==> src/rtl/irq_pending_arbiter.sv <==
// Interrupt pending/grant stage: captures rising-edge requests into sticky pending
// bits and grants one unmasked request at a time as a strictly one-hot vector.
module irq_pending_arbiter #(
    parameter int unsigned TIMEOUT = 16
) (
    input  logic       clk,
    input  logic       rst,
    input  logic [3:0] irq_req,
    input  logic [3:0] irq_mask,
    input  logic       irq_ack,
    output logic [3:0] interrupt,
    output logic       irq_valid,
    output logic [3:0] pending,
    output logic       timeout
);

    localparam logic [0:0] ST_IDLE  = 1'b0;
    localparam logic [0:0] ST_GRANT = 1'b1;

    localparam logic [7:0] HOLD_LAST = 8'(TIMEOUT - 1);

    logic [0:0] state_q;
    logic [3:0] req_q;
    logic [3:0] pending_q;
    logic [3:0] grant_q;
    logic [7:0] hold_cnt_q;
    logic       timeout_q;

    logic [3:0] rise;
    logic [3:0] clr;
    logic [3:0] elig;
    logic [3:0] pending_next;

    function automatic logic [3:0] pick_highest(input logic [3:0] v);
        logic [3:0] p;
        p = 4'b0000;
        if (v[3])      p = 4'b1000;
        else if (v[2]) p = 4'b0100;
        else if (v[1]) p = 4'b0010;
        else if (v[0]) p = 4'b0001;
        return p;
    endfunction

    // NOTE: every signal assigned here gets a default first, so no latch can be inferred.
    always_comb begin
        rise         = irq_req & ~req_q;
        clr          = 4'b0000;
        if (state_q == ST_GRANT && irq_ack)
            clr = grant_q;
        // A fresh rise on the acknowledged bit survives the clear.
        pending_next = (pending_q & ~clr) | rise;
        elig         = pending_q & ~irq_mask;
    end

    // NOTE: sequential state uses non-blocking assignments so every register
    // samples the pre-edge values regardless of statement order.
    always_ff @(posedge clk) begin
        if (rst) begin
            state_q    <= ST_IDLE;
            req_q      <= 4'b0000;
            pending_q  <= 4'b0000;
            grant_q    <= 4'b0000;
            hold_cnt_q <= 8'd0;
            timeout_q  <= 1'b0;
        end else begin
            req_q     <= irq_req;
            pending_q <= pending_next;
            timeout_q <= 1'b0;
            if (state_q == ST_IDLE) begin
                if (elig != 4'b0000) begin
                    grant_q    <= pick_highest(elig);
                    hold_cnt_q <= 8'd0;
                    state_q    <= ST_GRANT;
                end
            end else begin
                // Ack takes precedence over an expiring hold counter.
                if (irq_ack) begin
                    grant_q <= 4'b0000;
                    state_q <= ST_IDLE;
                end else if (hold_cnt_q == HOLD_LAST) begin
                    grant_q   <= 4'b0000;
                    timeout_q <= 1'b1;
                    state_q   <= ST_IDLE;
                end else begin
                    hold_cnt_q <= hold_cnt_q + 8'd1;
                end
            end
        end
    end

    assign interrupt = grant_q;
    assign irq_valid = |grant_q;
    assign pending   = pending_q;
    assign timeout   = timeout_q;

endmodule

==> config.mk <==
export PLATFORM = sky130hd
export DESIGN_NAME = irq_pending_arbiter
export DESIGN_NICKNAME = d
export VERILOG_FILES = /design/src/rtl/irq_pending_arbiter.sv
export SDC_FILE = /design/constraint.sdc
export NUM_CORES = 1
export LEC_CHECK = 0
export ABC_AREA = 1
export CAP_MARGIN = 20
export CORE_MARGIN = 2
export CORE_UTILIZATION = 40
export DETAILED_ROUTE_END_ITERATION = 10
export MAX_ROUTING_LAYER = met4
export PLACE_DENSITY = 0.64
export SETUP_SLACK_MARGIN = 0.5
export SLEW_MARGIN = 5
export SYNTH_ARGS = -nofsm -noshare
export SYNTH_HDL_FRONTEND = slang
export SYNTH_SLANG_ARGS = --single-unit
==> constraint.sdc <==
create_clock -name clk -period 1.75 [get_ports clk]
set_input_delay 0.525 -clock clk [delete_from_list [all_inputs] [get_ports clk]]
set_output_delay 0.525 -clock clk [all_outputs]
set_load 0.005 [all_outputs]
# Word-level counts from Yosys, hierarchy flattened
# Index checks and enable logic that the tools add are counted.
[op_classes]
n_addsub = 1
n_eq_ne = 4
n_mux = 18
n_bitwise = 8
reduce_logical = 7
[ops]
columns = ["op", "n"]
rows = [
  ["$mux W8", 4],
  ["$mux W4", 6],
  ["$and A4 B4 Y4", 3],
  ["$not A4 Y4", 3],
  ["$add A8 B1 Y8 const B", 1],
  ["$eq A8 B4 Y1 const B", 1],
  ["$mux W1", 6],
  ["$ne A2 B2 Y1 const B", 2],
  ["$or A4 B4 Y4", 1],
  ["$reduce_bool A4 Y1", 1],
  ["$reduce_or A4 Y1", 1],
  ["$mux W3", 1],
  ["$ne A3 B2 Y1 const B", 1],
  ["$reduce_and A3 Y1", 1],
  ["$reduce_or A3 Y1", 1],
  ["$mux W2", 1],
  ["$reduce_and A2 Y1", 1],
  ["$reduce_bool A2 Y1", 1],
  ["$logic_and A1 B1 Y1", 1],
  ["$not A1 Y1", 1],
]
[word_totals]
regBits = 22
out_inout_bits = 10
word_cells = 44

# Longest topological paths before layout
# Gate-level depths: netlist (run 1).
[logic_depth]
word_depth = 8
ltp_mapped = 8
ltp_nobuf = 8

# Least setup slack after synthesis (run 1)
# No wires, ideal clock.
[synth_path]
path_kind = "register to register"
startpoint = "register hold_cnt_q[0]"
endpoint = "register grant_q[0] (netlist: interrupt[0])"
setup_time_ns = 0.132
t_arrival_ns = 1.187
t_required_ns = 1.618
slack_ns = 0.430
stages_incl_launch_ff = 7
cell_sequence = "dfxtp_1 > ha_1 > nand3_2 > o21ai_4 > nand2_1 > nand2_1 > a21oi_1"
[synth_between]
elab_chain_len = 3
[synth_lines]
columns = ["element", "line_no", "text"]
rows = [
  ["start, declared", "26", "logic [7:0] hold_cnt_q;"],
  ["start signal, assigned", "85", "hold_cnt_q <= hold_cnt_q + 8'd1;"],
  ["$eq A8 B4 Y1", "80", "end else if (hold_cnt_q == HOLD_LAST) begin"],
  ["$ne A3 B2 Y1 (no line)", "n/a", ""],
  ["$reduce_and A2 Y1 (no line)", "n/a", ""],
  ["end signal, assigned", "71", "grant_q <= pick_highest(elig);"],
  ["end, declared", "25", "logic [3:0] grant_q;"],
]
# No other way between the ends.
# A chain may end at the register's enable or synchronous reset.

# Worst setup path after layout (run 1)
[layout_path]
startpoint = "register grant_q[3] (netlist: interrupt[3])"
endpoint = "output port irq_valid"
[layout_between]
elab_chain_len = 1
[layout_lines]
columns = ["element", "line_no", "text"]
rows = [
  ["$reduce_or A4 Y1", "92", "assign irq_valid = |grant_q;"],
  ["end, declared", "12", "output logic irq_valid,"],
]
# No other way between the ends.

==> out/results.md, run 1 <==
| Quantity | Reported | Unit |
| --- | --- | --- |
| MaxCap Viol Count | 0 | - |
| Row count | 18 | - |
| Pin count of the biggest net entering global routing | 14 | - |
| Instance count after placement with tap cells included | 207 | - |
| Routability congestion estimate from global placement | 0.890 | - |
| Slew of the pin with the lowest slew margin | 0.236 | ns |
| Number of clock buffers inserted by TritonCTS | 3 | - |
| Most common cell after layout, fill and taps aside | sky130_fd_sc_hd__nand2_1 | - |
| Top Ports | 21 | - |
| Routed wirelength normalized by instance count | 13.9 | um |
| Worst Hold Depth | 1 | - |
| Worst path required time | 1.22 | ns |
| Buffers on Ports | 20 | - |
| RSZ-0062 raised after global routing | yes | - |
| Worst endpoint data arrival time | 0.95 | ns |
| Part of the Yosys area used for sequential elements | 42.3 | % |
| Gr usage total | 21.8 | % |
| Global-route wire length before repair | 4490 | um |
| Die outline width | 55.0 | um |
| Mean instance size in the synthesized netlist | 6.81 | sq um |
| Half-perimeter wire length after detailed placement | 1910 | um |
| Final design utilization | 69.6 | % |
| Die area | 0.00303 | sq mm |
| Worst-path cell with the longest stage delay | sky130_fd_sc_hd__dfxtp_2 | - |
| Met2 routed wirelength | 1750 | um |
| Leakage dissipation | 0.791 | nW |
| Post-Synthesis Net Count | 165 | - |
| Worst reg-to-reg path cell count | 8 | - |
| Met3 Routed Length | 95 | um |
| Post-layout worst setup margin | 0.273 | ns |
| Yosys synthesis warning count | 0 | - |
| Height of the die | 55.0 | um |
| Pre-CTS WS | -0.0951 | ns |
| Kind of start point of the critical path | flop | - |
| Kind of critical path | reg -> out | - |
| Status | complete, no violations | - |
| DRT Wirelength | 3260 | um |
| Flip-flop and latch count after synthesis | 22 | - |
| Synth unique cells | 20 | - |
| Critical-path maximum fanout | 3 | - |
| Tightest Hold Check Type | reg -> reg | - |
| NumNets Final | 217 | - |
| P&R area growth vs syn | 65.4 | % |
| Overflow left after global routing | 0 | - |
| Critical-path cell list | inv_2 -> nand4_1 -> buf_2 | - |
| Top Metal Used | met4 | - |
| Worst rel slew slack | 84.2 | % |
| Leading area contributor after synthesis | sky130_fd_sc_hd__dfxtp_1 | - |
| Total of endpoints with negative setup slack in the final report | 0 | - |
| Metal-1 WL | 1350 | um |
| Root cell of the clock tree | sky130_fd_sc_hd__clkbuf_4 | - |
| Starting utilization of the core area | 42.1 | % |
| Cell Count, Final, Fillers Out | 234 | - |
| Number of sinks handled by clock tree synthesis | 22 | - |
| Final Critical Period | 1.48 | ns |
| Average via count per standard cell | 5.05 | - |
| Synth Instances | 153 | - |
| Commonest cells after routing, fill and taps aside | sky130_fd_sc_hd__nand2_1 (25), sky130_fd_sc_hd__buf_4 (20), sky130_fd_sc_hd__inv_1 (16) | - |
| Power per standard cell area | 797 | mW/mm^2 |
| Antenna diode instance count | 0 | - |
| Layout cell share with drive strength beyond 1 | 50.0 | % |
| Clock tree from TritonCTS | built | - |
| Initial antenna violation count | 0 | - |
| Number of iterations in the first detailed-routing pass | 4 | - |
| Fraction of post-synthesis cell area in the top cell type by area | 42.3 | % |
| Worst path max stage delay | 0.36 | ns |
| Remaining design rule violation count | 0 | - |
| Endpoint class of the critical path | output port | - |
| Hold violation count in the final report | 0 | - |
| Cell area after technology mapping | 0.00104 | sq mm |
| Fmax | 0.677 | GHz |
| Worst-case vdd ir drop | 0.724 | mV |
| Main area contributors after synthesis | sky130_fd_sc_hd__dfxtp_1 (42%), sky130_fd_sc_hd__nand2_1 (15%), sky130_fd_sc_hd__inv_1 (8.6%) | - |
| Overall power | 0.00137 | W |
| CTS H-tree depth | 1 | - |
| Max Clock Skew | 0.0127 | ns |
| Total number of vias | 1,182 | - |
| Latest clock arrival within the worst-skew pair | 0.32 | ns |
| Number of routed nets with antenna violations | 0 | - |
| Maximum root-to-sink buffer count | 2 | - |
| Period Utilization, post-route | 84.4 | % |
| Clock transition at path regs | 0.14 | ns |
| Number of global-route vias before repair | 1,024 | - |
| DRC marker count from the first detailed-route iteration | 11 | - |
| Number of max-slew violations in the final report | 0 | - |
| Placeable core region | 0.00248 | sq mm |
## kinds of logic (layout without fill, tap and decap cells)
kind of cell	Yosys count	after routing	synth area share [%]
buffers and inverters	27	77	9.84
DFF	22	22	42.3
AOI/OAI and AO/OA	21	22	12.7
and+or+nand+nor	82	82	34.0
adders and majority gates	1	1	1.20
## through the flow
| stage | TNS (ns) | hold WS [ns] | instance area, sq um |
|---|---|---|---|
| after floorplan | 0 | 0.408 | 1060 |
| after global placement | -0.333 | 0.414 | 1340 |
| after detailed placement | -0.638 | 0.425 | 1340 |
| after CTS | 0 | 0.436 | 1520 |
| after global routing | 0 | 0.449 | 1720 |
| final | 0 | 0.435 | 1720 |
## sequential cells by signal, summed over array words and instances (netlist names)
signal and flops:
req_q 4, state_q 1, timeout 1, interrupt 4, hold_cnt_q 8, pending 4
## final cells by class
cell class / instances / area [sq um]
Sequential cell: 22 / 460
Multi-Input combinational cell: 105 / 668
Clock inverter: 1 / 30.0
Timing Repair Buffer: 48 / 409
Fill cell: 212 / 753
Tap cell: 30 / 37.5
Clock buffer: 3 / 22.5
Inverter: 25 / 96.3
## worst max-delay path, delay by kind of cell (launching register included)
family / cells / cell delay, ns
DFF: 1 / 0.36
and+or+nand+nor: 1 / 0.08
buffers and inverters: 2 / 0.19
## synth_stat cells
cell and n:
sky130_fd_sc_hd__nor2_1 21, sky130_fd_sc_hd__dfxtp_1 22, sky130_fd_sc_hd__o21ai_4 2, sky130_fd_sc_hd__ha_1 1, sky130_fd_sc_hd__inv_2 1, sky130_fd_sc_hd__inv_1 24
sky130_fd_sc_hd__a21oi_1 9, sky130_fd_sc_hd__nand2_1 41, sky130_fd_sc_hd__nand3_1 11, sky130_fd_sc_hd__nor3_1 1, sky130_fd_sc_hd__nand3b_1 1, sky130_fd_sc_hd__nand4_1 3
sky130_fd_sc_hd__nand3_2 1, sky130_fd_sc_hd__nand2_4 1, sky130_fd_sc_hd__o21ai_0 6, sky130_fd_sc_hd__nor4_1 1, sky130_fd_sc_hd__o22ai_1 4, sky130_fd_sc_hd__buf_2 1
sky130_fd_sc_hd__clkbuf_1 1, sky130_fd_sc_hd__nor3b_1 1
## power by group
part | switching, W | internal [W]
clock network | 0.000166 | 0.000232
logic | 0.000218 | 0.000185
registers | 0.0000340 | 0.000539
total | 0.000418 | 0.000956
## metal layers
layer  global-route usage (%)  vias to the layer above
li1                         -                      589
met1                     27.3                      560
met2                     34.7                       27
met3                     3.49                        6
met4                     9.76                        0
met5                        -                        -
## final timing paths
kind                     start             to  slack, ns
setup reg to reg    pending[1]  hold_cnt_q[6]       0.42
hold reg to reg       req_q[0]     pending[0]       0.43
setup / recovery  interrupt[3]      irq_valid       0.27
hold / removal        req_q[0]     pending[0]       0.43
## what timing repair did
| action | CTS | global route |
|---|---|---|
| gates resized for setup | 72 | 44 |
| hold buffers | 0 | 0 |
| pin swaps | 11 | 22 |
| setup endpoints to repair | 24 | 28 |
| gates cloned | 1 | 0 |
| setup buffers | 15 | 7 |
Note: power is estimated with default switching activity, not from simulation.
==> inputs of run 2 (changes only) <==
==> constraint.sdc (replaced) <==
create_clock -name clk -period 1.51 [get_ports clk]
set_input_delay 0.453 -clock clk [delete_from_list [all_inputs] [get_ports clk]]
set_output_delay 0.453 -clock clk [all_outputs]
set_load 0.005 [all_outputs]
==> run 2 against run 1 <==
Effect of this change:
- sequential share of layout area up 2.0 points
- final cell count down 2.6%
- sequential power up 16%
- hold slack worse by 0.0045 ns
- clock power down 19%
- combinational power up 2%
- critical path depth unchanged
- core utilization down 3.6 points
- die area unchanged
- power up 1.6%
- clock skew down 0.0090 ns
- flip-flop and latch count unchanged
==> out/results.md, run 2 (same netlist as run 1, synthesis figures left out) <==
| Quantity | Reported | Unit | Change |
| --- | --- | --- | --- |
| Number of sinks handled by clock tree synthesis | 22 | - | unchanged |
| Maximum root-to-sink buffer count | 2 | - | unchanged |
| Total of endpoints with negative setup slack in the final report | 0 | - | unchanged |
| Max Clock Skew | 0.00363 | ns | was 0.0127 ns |
| Setup_tns | 0 | ns | unchanged |
| Worst rel slew slack | 80.4 | % | was 84.2% |
| Final Critical Period | 1.38 | ns |  |
| NumNets Final | 211 | - | was 217 |
| Number of routed nets with antenna violations | 0 | - | unchanged |
| Root cell of the clock tree | sky130_fd_sc_hd__clkbuf_4 | - | unchanged |
| Height of the die | 55.0 | um | unchanged |
| Worst endpoint data arrival time | 0.93 | ns | was 0.95 ns |
| Critical-path maximum fanout | 3 | - | unchanged |
| Total number of vias | 1,128 | - | was 1,182 |
| Routed wirelength normalized by instance count | 12.5 | um | was 13.9 um |
| Starting utilization of the core area | 42.1 | % | unchanged |
| Leakage dissipation | 0.740 | nW | was 0.791 nW |
| Average via count per standard cell | 4.95 | - | was 5.05 |
| Period Utilization, post-route | 91.4 | % |  |
| Top Ports | 21 | - | unchanged |
| Net Sw Power | 0.000435 | W | was 0.000418 W |
| Commonest cells after routing, fill and taps aside | sky130_fd_sc_hd__nand2_1 (26), sky130_fd_sc_hd__buf_4 (20), sky130_fd_sc_hd__nor2_1 (15), sky130_fd_sc_hd__inv_1 (15), sky130_fd_sc_hd__dfxtp_2 (14) | - | was sky130_fd_sc_hd__nand2_1 (25), sky130_fd_sc_hd__buf_4 (20), sky130_fd_sc_hd__inv_1 (16) |
| Worst path required time | 1.06 | ns | was 1.22 ns |
| Status | complete, no violations | - | unchanged |
| P&R area growth vs syn | 56.9 | % | was 65.4% |
| Half-perimeter wire length after detailed placement | 1950 | um | was 1910 um |
| Buffers on Ports | 20 | - | unchanged |
| Internal power | 0.000960 | W | was 0.000956 W |
| Kind of start point of the critical path | flop | - | unchanged |
| Overall power | 0.00139 | W | was 0.00137 W |
| Number of buffers inserted for hold repair after clock tree synthesis | 0 | - | unchanged |
| Largest register by flop count | hold_cnt_q | - | unchanged |
| Power per standard cell area | 853 | mW/mm^2 | was 797 mW/mm^2 |
| Slew of the pin with the lowest slew margin | 0.293 | ns | was 0.236 ns |
| DRT Wirelength | 2860 | um | was 3260 um |
| Routability congestion estimate from global placement | 0.795 | - | was 0.890 |
| Layout cell share with drive strength beyond 1 | 49.5 | % | was 50.0% |
| Fraction of power spent switching nets | 31.2 | % | was 30.4% |
| Row count | 18 | - | unchanged |
| Number of iterations in the first detailed-routing pass | 4 | - | unchanged |
| Clock transition at path regs | 0.12 | ns | was 0.14 ns |
| Pin count of the biggest net entering global routing | 13 | - | was 14 |
| MaxCap Viol Count | 0 | - | unchanged |
| Gr usage total | 21.2 | % | was 21.8% |
| Remaining design rule violation count | 0 | - | unchanged |
| Die area | 0.00303 | sq mm | unchanged |
| Initial antenna violation count | 0 | - | unchanged |
| Cell Count, Final, Fillers Out | 228 | - | was 234 |
| Hold violation count in the final report | 0 | - | unchanged |
| Tightest Hold Check Type | reg -> reg | - | unchanged |
| Number of clock buffers inserted by TritonCTS | 3 | - | unchanged |
| Endpoint class of the critical path | output port | - | unchanged |
| RSZ-0062 raised after global routing | yes | - | unchanged |
| Combinational share of power | 29.5 | % | was 29.4% |
| Kind of critical path | reg -> out | - | unchanged |
| Placeable core region | 0.00248 | sq mm | unchanged |
| Worst-case vdd ir drop | 0.784 | mV | was 0.724 mV |
| Instance count after placement with tap cells included | 208 | - | was 207 |
| Overflow left after global routing | 0 | - | unchanged |
| Share of power burned in the clock network | 23.1 | % | was 28.9% |
| Antenna diode instance count | 0 | - | unchanged |
| Fmax | 0.724 | GHz |  |
| Clock tree from TritonCTS | built | - | unchanged |
| Number of global-route vias before repair | 1,021 | - | was 1,024 |
| CTS H-tree depth | 1 | - | unchanged |
| Latest clock arrival within the worst-skew pair | 0.30 | ns | was 0.32 ns |
| DRC marker count from the first detailed-route iteration | 19 | - | was 11 |
| Most common cell after layout, fill and taps aside | sky130_fd_sc_hd__nand2_1 | - | unchanged |
| Global-route wire length before repair | 4460 | um | was 4490 um |
| Die outline width | 55.0 | um | unchanged |
| Number of max-slew violations in the final report | 0 | - | unchanged |
| Power share of the sequential group | 47.4 | % | was 41.7% |
| Max reg flops | 8 | - | unchanged |
==> run 2: power by group through the flow <==
| stage | logic, W | clock network [W] | registers [W] |
|---|---|---|---|
| finish | 0.000412 | 0.000322 | 0.000662 |
| global route | 0.000450 | 0.000367 | 0.000667 |
| CTS | 0.000337 | 0.000331 | 0.000655 |
| global placement | 0.000308 | 0 | 0.000669 |
| detailed placement | 0.000310 | 0 | 0.000671 |
| floorplan | 0.000187 | 0 | 0.000663 |
==> run 2: path summary, 6_finish.rpt <==
| check | from | end | slack (ns) | depth (start not counted) |
|---|---|---|---|---|
| max | interrupt[2] | irq_valid | 0.13 | 3 |
| min | req_q[1] | pending[1] | 0.43 | 1 |
| max reg2reg | pending[3] | hold_cnt_q[0] | 0.19 | 8 |
| min reg2reg | req_q[1] | pending[1] | 0.43 | 1 |
==> run 2: final cells by class <==
class                           count  area [sq um]
Clock buffer                        4          36.3
Sequential cell                    22           469
Inverter                           25          96.3
Timing Repair Buffer               42           354
Tap cell                           30          37.5
Fill cell                         215           842
Multi-Input combinational cell    105           642
==> run 2: layer usage <==
metal / global-route usage (%) / share of wire (%) / vias up
met3: 3.23 / 3.5 / 2
met5: - / 0 / -
li1: - / - / 580
met2: 36.3 / 52 / 23
met1: 26.7 / 44 / 523
met4: 3.66 / 0.38 / 0
==> run 2: critical path, stage by stage, from the launching register on <==
cell and delay, ns:
sky130_fd_sc_hd__dfxtp_2 0.35, sky130_fd_sc_hd__inv_2 0.06, sky130_fd_sc_hd__nand4_1 0.08, sky130_fd_sc_hd__buf_2 0.13
==> run 2: stage by stage <==
stage          hold slack (ns)  setup slack, ns  utilization [%]  instance area (sq um)
3_3_place_gp             0.413           -0.220             54.8                   1360
5_1_grt                  0.440           0.0569             66.0                   1640
6_report                 0.430            0.129             66.0                   1640
2_1_floorplan            0.408            0.337                -                   1080
3_5_place_dp             0.422           -0.249             54.8                   1360
4_1_cts                  0.431            0.135             60.7                   1500
==> run 2: what timing repair did <==
item | CTS | global route
setup buffers | 11 | 4
resized for setup | 79 | 33
endpoints found under the setup margin | 32 | 28
cloned | 1 | 0
pin swaps | 19 | 9
